<file path="src/rtl/mips_debug_ctrl.sv">
// Host debug controller: program load, run/step control and register dump.
// Optional `DBG_CYCLE_COUNT_EN` adds a pipeline cycle counter read by 'C'.
module mips_debug_ctrl #(
    parameter int IMEM_AW = 8
) (
    input  logic               clk,
    input  logic               reset,
    input  logic [7:0]         i_rx_data,
    input  logic               i_rx_valid,
    output logic               o_rx_ready,
    output logic [7:0]         o_tx_data,
    output logic               o_tx_valid,
    input  logic               i_tx_ready,
    output logic               o_imem_we,
    output logic [IMEM_AW-1:0] o_imem_addr,
    output logic [31:0]        o_imem_wdata,
    output logic               o_pipe_en,
    input  logic               i_halt,
    output logic [4:0]         o_rf_addr,
    input  logic [31:0]        i_rf_data
);

    typedef enum logic [3:0] {
        IDLE, LOAD_CNT, LOAD_BYTE, LOAD_WR,
        RUN, STEP, DUMP_RD, DUMP_TX, ACK
    } state_t;

    localparam logic [7:0] CMD_L = 8'h4C;
    localparam logic [7:0] CMD_R = 8'h52;
    localparam logic [7:0] CMD_S = 8'h53;
    localparam logic [7:0] CMD_D = 8'h44;
    localparam logic [7:0] CMD_C = 8'h43;
    localparam logic [7:0] R_OK  = 8'hAA;
    localparam logic [7:0] R_ERR = 8'hEE;

    state_t state, nstate;

    logic [8:0]         n_left;
    logic [IMEM_AW-1:0] addr;
    logic [1:0]         bidx;
    logic [31:0]        word;
    logic [4:0]         ridx;
    logic               rd_ph;
    logic               cnt_mode;
    logic [7:0]         reply;

    logic rdy, txv, we, pen;
    logic [7:0] txd;
    logic rx_fire, tx_fire;
    logic is_l, is_c, cmd_ok;

    assign rx_fire = i_rx_valid & o_rx_ready;
    assign tx_fire = o_tx_valid & i_tx_ready;

    assign is_l = (i_rx_data == CMD_L);
`ifdef DBG_CYCLE_COUNT_EN
    assign is_c = (i_rx_data == CMD_C);
`else
    assign is_c = 1'b0;
`endif
    assign cmd_ok = is_l | is_c
                  | (i_rx_data == CMD_R)
                  | (i_rx_data == CMD_S)
                  | (i_rx_data == CMD_D);

    // Outputs are forced quiet while reset is held so nothing leaks out
    assign o_rx_ready   = reset & rdy;
    assign o_tx_valid   = reset & txv;
    assign o_imem_we    = reset & we;
    assign o_pipe_en    = reset & pen;
    assign o_tx_data    = txd;
    assign o_imem_addr  = addr;
    assign o_imem_wdata = word;
    assign o_rf_addr    = ridx;

`ifdef DBG_CYCLE_COUNT_EN
    logic [31:0] cyc;

    // Pipeline cycle counter, restarted by each program load
    always_ff @(posedge clk) begin
        if (!reset)
            cyc <= '0;
        else if (state == IDLE && rx_fire && is_l)
            cyc <= '0;
        else if (o_pipe_en)
            cyc <= cyc + 32'd1;
    end
`endif

    // State register
    always_ff @(posedge clk) begin
        if (!reset)
            state <= IDLE;
        else
            state <= nstate;
    end

    // Next-state and handshake/strobe decode
    always_comb begin
        nstate = state;
        rdy    = 1'b0;
        txv    = 1'b0;
        txd    = 8'h00;
        we     = 1'b0;
        pen    = 1'b0;
        unique case (state)
            IDLE: begin
                rdy = 1'b1;
                if (rx_fire) begin
                    unique case (1'b1)
                        is_l:                   nstate = LOAD_CNT;
                        is_c:                   nstate = DUMP_TX;
                        (i_rx_data == CMD_R):   nstate = RUN;
                        (i_rx_data == CMD_S):   nstate = STEP;
                        (i_rx_data == CMD_D):   nstate = DUMP_RD;
                        default:                nstate = ACK;
                    endcase
                end
            end
            LOAD_CNT: begin
                rdy = 1'b1;
                if (rx_fire) nstate = LOAD_BYTE;
            end
            LOAD_BYTE: begin
                rdy = 1'b1;
                if (rx_fire && bidx == 2'd3) nstate = LOAD_WR;
            end
            LOAD_WR: begin
                we     = 1'b1;
                nstate = (n_left == 9'd1) ? ACK : LOAD_BYTE;
            end
            RUN: begin
                pen = ~i_halt;
                if (i_halt) nstate = ACK;
            end
            STEP: begin
                pen    = 1'b1;
                nstate = ACK;
            end
            DUMP_RD: begin
                if (rd_ph) nstate = DUMP_TX;
            end
            DUMP_TX: begin
                txv = 1'b1;
                txd = word[31:24];
                if (tx_fire && bidx == 2'd3)
                    nstate = (cnt_mode || ridx == 5'd31) ? ACK : DUMP_RD;
            end
            ACK: begin
                txv = 1'b1;
                txd = reply;
                if (tx_fire) nstate = IDLE;
            end
            default: nstate = IDLE;
        endcase
    end

    // Counters, word assembly/shift register and reply byte
    always_ff @(posedge clk) begin
        if (!reset) begin
            n_left   <= '0;
            addr     <= '0;
            bidx     <= '0;
            word     <= '0;
            ridx     <= '0;
            rd_ph    <= 1'b0;
            cnt_mode <= 1'b0;
            reply    <= R_OK;
        end else begin
            unique case (state)
                IDLE: if (rx_fire) begin
                    bidx     <= '0;
                    ridx     <= '0;
                    rd_ph    <= 1'b0;
                    addr     <= '0;
                    cnt_mode <= is_c;
                    reply    <= cmd_ok ? R_OK : R_ERR;
`ifdef DBG_CYCLE_COUNT_EN
                    if (is_c) word <= cyc;
`endif
                end
                LOAD_CNT: if (rx_fire)
                    n_left <= (i_rx_data == 8'h00) ? 9'd256 : {1'b0, i_rx_data};
                LOAD_BYTE: if (rx_fire) begin
                    word <= {word[23:0], i_rx_data};
                    bidx <= bidx + 2'd1;
                end
                LOAD_WR: begin
                    addr   <= addr + 1'b1;
                    n_left <= n_left - 9'd1;
                end
                DUMP_RD: begin
                    rd_ph <= ~rd_ph;
                    if (rd_ph) begin
                        word <= i_rf_data;
                        bidx <= '0;
                    end
                end
                DUMP_TX: if (tx_fire) begin
                    word <= {word[23:0], 8'h00};
                    bidx <= bidx + 2'd1;
                    if (bidx == 2'd3 && !cnt_mode && ridx != 5'd31)
                        ridx <= ridx + 5'd1;
                end
                default: ;
            endcase
        end
    end

endmodule

</file>
<file path="config.mk">
export PLATFORM = sky130hd
export DESIGN_NAME = mips_debug_ctrl
export DESIGN_NICKNAME = d
export VERILOG_FILES = /design/src/rtl/mips_debug_ctrl.sv
export SDC_FILE = /design/constraint.sdc
export NUM_CORES = 1
export LEC_CHECK = 0
export ABC_AREA = 1
export CAP_MARGIN = 20
export CORE_MARGIN = 2
export CORE_UTILIZATION = 51
export CTS_CLUSTER_SIZE = 12
export DETAILED_ROUTE_END_ITERATION = 12
export GPL_TIMING_DRIVEN = 0
export PLACE_DENSITY = 0.81
export SLEW_MARGIN = 0
export SYNTH_ARGS = -nofsm -noshare
export SYNTH_HDL_FRONTEND = slang
export SYNTH_SLANG_ARGS = --single-unit
export TNS_END_PERCENT = 100
</file>
<file path="constraint.sdc">
create_clock -name clk -period 3.5 [get_ports clk]
set_input_delay 0.35 -clock clk [delete_from_list [all_inputs] [get_ports clk]]
set_output_delay 0.35 -clock clk [all_outputs]
set_load 0.05 [all_outputs]
</file>
Yosys cells after proc, flatten, opt, wreduce, memory -nomap -nowiden. Cells that the tools add are included.

Flip-flop bits (word level): 69. Output and inout port bits: 57. Input bits: 45. Word-level logic and storage cells: 107.

Bitwise operators: 11. Reduce and logical (&&, ||, !) cells: 21. Add/subtract/negate cells: 4. Mux-type cells: 37. Eq/ne operators: 26.

Operator list (count): two-way mux 32 bit (3); case mux 32 bit (3 select lines) (1); two-way mux 4 bit (9); case mux 4 bit (9 select lines) (1); == test 8 x 7 -> 1 bit (second input constant) (4); case mux 8 bit (2 select lines) (2); != test 2 bit (second input constant) (10); two-way mux 9 bit (2); case mux 9 bit (2 select lines) (1); == test 4 x 3 -> 1 bit (second input constant) (4); case mux 4 bit (4 select lines) (1); two-way mux 5 bit (3); case mux 5 bit (2 select lines) (1); == test 9 x 1 -> 1 bit (second input constant) (1); subtractor 9 x 1 -> 9 bit (second input constant) (1); adder 8 x 1 -> 8 bit (second input constant) (1); == test 4 x 2 -> 1 bit (second input constant) (2); zero test 8 bit (1); two-way mux 2 bit (4); two-way mux 8 bit (1); case mux 2 bit (4 select lines) (1); AND reduction 2 bit (4); AND reduction 4 bit (2); nonzero test 2 bit (4); 21 further kinds (35).

Depth between registers and ports, before layout.
Depth in word-level cells: 8. Gate-level depth with buffers: 11. Mapped depth without buffers: 11.

Worst setup path before layout. OpenSTA, ideal clock, no wires.

Kind: input to output. Start point: in reset. End point: out o_pipe_en. Required time: 3.150 ns. Setup slack: 1.171 ns. Arrival time: 1.979 ns. Stages: 4. Path buffers: 2. Cell sequence: buf_2 inv_1 clkbuf_1 a211oi_1.

Longest elaborated chain between the ends: 1.

RTL lines: start, declared (line 7) `input logic reset,`; bitwise AND 1 bit (line 70) `assign o_pipe_en = reset & pen;`; end, declared (line 17) `output logic o_pipe_en,`.

No other way between the ends.

Worst setup path in the final report.
Start point: reg state[0]. End point: out o_tx_valid.

Longest elaborated chain between the ends: 4. Elaborated cells on any way between the ends: 5. Those cells by class: eq/ne (2); mux (1); bitwise (1); reduce/logical (1).

RTL lines: start, declared (line 36) `state_t state, nstate;`; start signal, assigned (line 95) `state <= nstate;`; == test 4 x 3 -> 1 bit or == test 4 bit (tied branches) (line 106) `unique case (state)`; OR reduction 2 bit (no source line) *; two-way mux 1 bit * (line 106); bitwise AND 1 bit * (line 68) `assign o_tx_valid = reset & txv;`; end, declared (line 12) `output logic o_tx_valid,`.

Mark *: on every way between the ends. The rest lies on a longest branch, timed or not.

==> implementation parameters <==
Parameter                              Value

Status
  Result of the run    complete, no violations

Critical path
  Worst Path Arrival    2.46 ns
  Reg-to-Reg Start    state[0]
  Start-to-end type of the worst setup path    reg2out
  Setup slack on the worst flop-to-flop path    1.59 ns
  Critical path peak fanout    8
  WP data required    3.15 ns
  Startpoint Class    register
  Crit. End Element    primary output
  R2R Path End    n_left[8]
  Setup crit start    state[0]
  Worst R2R Path Depth    10
  Worst setup path endpoint    o_tx_valid

Layout
  Layout net count    679
  Commonest cells after routing, fill and taps aside    nand2_1 (157), clkdlybuf4s50_1 (100), dfxtp_1 (62)
  Multi-input logic area    1929 um^2
  Post-Route Utilization    0.7364
  Proportion of layout cells with a drive suffix above 1    0.05696
  Layout fillers    514
  Count of inserted antenna diode cells    0
  Area growth from synthesis to layout    37.35%
  Storage element area    1241 um^2
  Finished Layout Cells    709
  Most common library cell in the layout ignoring fill and taps    nand2_1

Floorplan
  Overall die height    86.17 um
  Chip Width    86.17 um
  Placeable core region    6422 um^2
  Initial Util    0.5361
  Site row count    29
  Die area    7424 um^2
  Boundary Pins    102

Clock tree
  Clock latency of the later-clocked register in the worst-skew pair    0.35 ns
  CTS tree    done
  Maximum clock insertion buffer count    2
  CTS Hold Bufs    0
  Clock sink total    62
  H-tree depth reported by CTS    3
  Clock buffer count from CTS    9
  Post-CTS resize count    0
  CTS clk-pin slew, worst paths    0.08 ns
  Post-CTS Repair Setup Buffers    0
  CTS Root Buffer Type    clkbuf_8

STA
  Final setup skew    0.01150 ns
  Period Utilization, post-route    0.8026
  Final hold violation count    0
  Slew @ Worst Pin    0.5791 ns
  Relative slew margins    0.6139
  Setup-violating endpoint count in the final report    0
  Unrepaired setup endpoints after global routing    no
  Tightest hold margin    0.3890 ns
  Setup tns final    0 ns
  Number of max-slew violations in the final report    0
  Time the worst path needs with I/O delays and setup    2.809 ns
  Achievable frequency    356.0 MHz

GRT
  Busiest metal layer after global routing    met2
  Global router's overall resource usage    0.2897
  Largest net degree at the start of global routing    11
  Met3 layer usage reported by global route    0.07411
  First-pass GRT wire length    17,050 um
  Met2 Use GR    0.4651
  Antenna violations before repair    0
  Total congestion overflow    0
  Met1 demand-to-capacity share in global routing    0.3709
  Vias in the first global route    3,676

Route
  Avg WL per Cell    14.87 um
  First-pass DRT Iterations    6
  Violation count after the first detailed-routing iteration    254
  DRC violations left    0
  Detailed Route WL    10,540 um
  Vias    3,913
  Routed vias/inst    5.519
  Remaining antenna violation count    0

Yosys
  Synthesis-stage register bit count    62
  Netlist Area Pre-Place    3443 um^2
  Synth warn    0
  Post-synth top area share    0.3605
  Avg Cell Area, Syn    6.660 um^2
  Most used flip-flop cell after synthesis    dfxtp_1
  Ranking of synthesized cells by area    dfxtp_1 (36%), nand2_1 (17%), nand3_1 (7.6%)
  Syn Inst Count    517
  Fraction of registers with async set or reset after synthesis    0
  Sequential cell area fraction in the yosys report    0.3605
  Post-synthesis cell type with the largest combined area    dfxtp_1
  EDFF count, synth    0
  Number of distinct library cells after synthesis    32
  Synthesized Nets    568

Place
  Total half-perimeter wirelength after legalization and detailed placement    7946 um
  RD Place Congestion    0.9624
  Port buffer count    100
  Placed cells    694

Pwr
  Static Leak    2.139 nW
  Power density over the cells    814.0 nW/um^2
  Worst IR drop on VDD    680.3 uV

Min path
  Path type of the worst min-delay path    in2reg

Job
  Max capacitance violation total    0
[worst min-delay path by stage]
stage | start | endpoint | depth (start not counted)
floorplan | bidx[1] | bidx[1] | 2
global placement | o_imem_addr[7] | o_imem_addr[7] | 1
detailed placement | bidx[1] | bidx[1] | 2
CTS | reset | n_left[0] | 3
global route | reset | n_left[0] | 3
finish | reset | n_left[0] | 3
[power by group]
group	leakage [nW]	internal [mW]	total (mW)	switching (mW)
Combinational	1.54	0.697	2.09	1.39
Clock	0.0952	0.342	0.624	0.282
Sequential	0.504	0.924	1.14	0.212
[synth_stat cells (3+ instances only)]
| cell | count |
|---|---|
| a31oi_1 | 3 |
| buf_2 | 8 |
| xor2_1 | 4 |
| nand4_1 | 7 |
| o21ai_0 | 27 |
| nor3_1 | 6 |
| clkbuf_1 | 7 |
| dfxtp_1 | 62 |
| o211a_1 | 22 |
| inv_1 | 43 |
| buf_4 | 4 |
| nand2_1 | 157 |
| nand3_1 | 52 |
| nor2_1 | 57 |
| a211oi_1 | 4 |
| o21ai_1 | 7 |
| and3_1 | 3 |
| ha_1 | 6 |
| a21oi_1 | 21 |
| inv_2 | 3 |
[cells by family (layout without fill, tap and decap cells)]
family	after synthesis	after routing	share of synthesized area
flip-flops	62	62	0.3605
AND/OR/NAND/NOR	289	289	0.3572
buffers and inverters	66	181	0.07921
AO/OA/AOI/OAI	89	89	0.1686
adder cells (fa/ha/maj)	6	6	0.02180
XOR/XNOR	5	5	0.01272
[worst max-delay path, stage by stage (launching register included)]
cell             delay [ns]
dfxtp_1                0.43
nand2_1                0.15
inv_1                  0.18
nand2_1                0.26
a21oi_1                0.26
clkdlybuf4s50_1        0.83
[sequential cells by signal, summed over array words and instances (netlist names)]
register and cells:
reply 1, n_left 9, o_imem_wdata 32, o_rf_addr 5, o_imem_addr 8, bidx 2
state 4, rd_ph 1
[cell type report]
cell class              count  area share
plain buffers              20     0.02116
clock buffers              11     0.02989
clock inverters             4     0.01005
inverters                  46     0.03651
multi-input cells         389      0.4079
flip-flops and latches     62      0.2624
well taps                  77     0.02037
repair buffers            100      0.2116
[metrics by stage]
step / instance area (um^2) / worst slack (ns) / total power, mW
after CTS: 4730 / 0.7108 / 3.835
after global placement: 4541 / 1.063 / 3.182
after detailed placement: 4541 / 1.045 / 3.200
after global routing: 4730 / 0.5634 / 4.059
final: 4730 / 0.6910 / 3.850
after floorplan: 3443 / 1.171 / 2.528
[per-layer routing]
layer	wire length, um	up-vias
met5	0	-
met4	207	0
met3	781	21
met2	5009	194
met1	4544	1772
li1	-	1926
(Power assumes the default switching activity.)
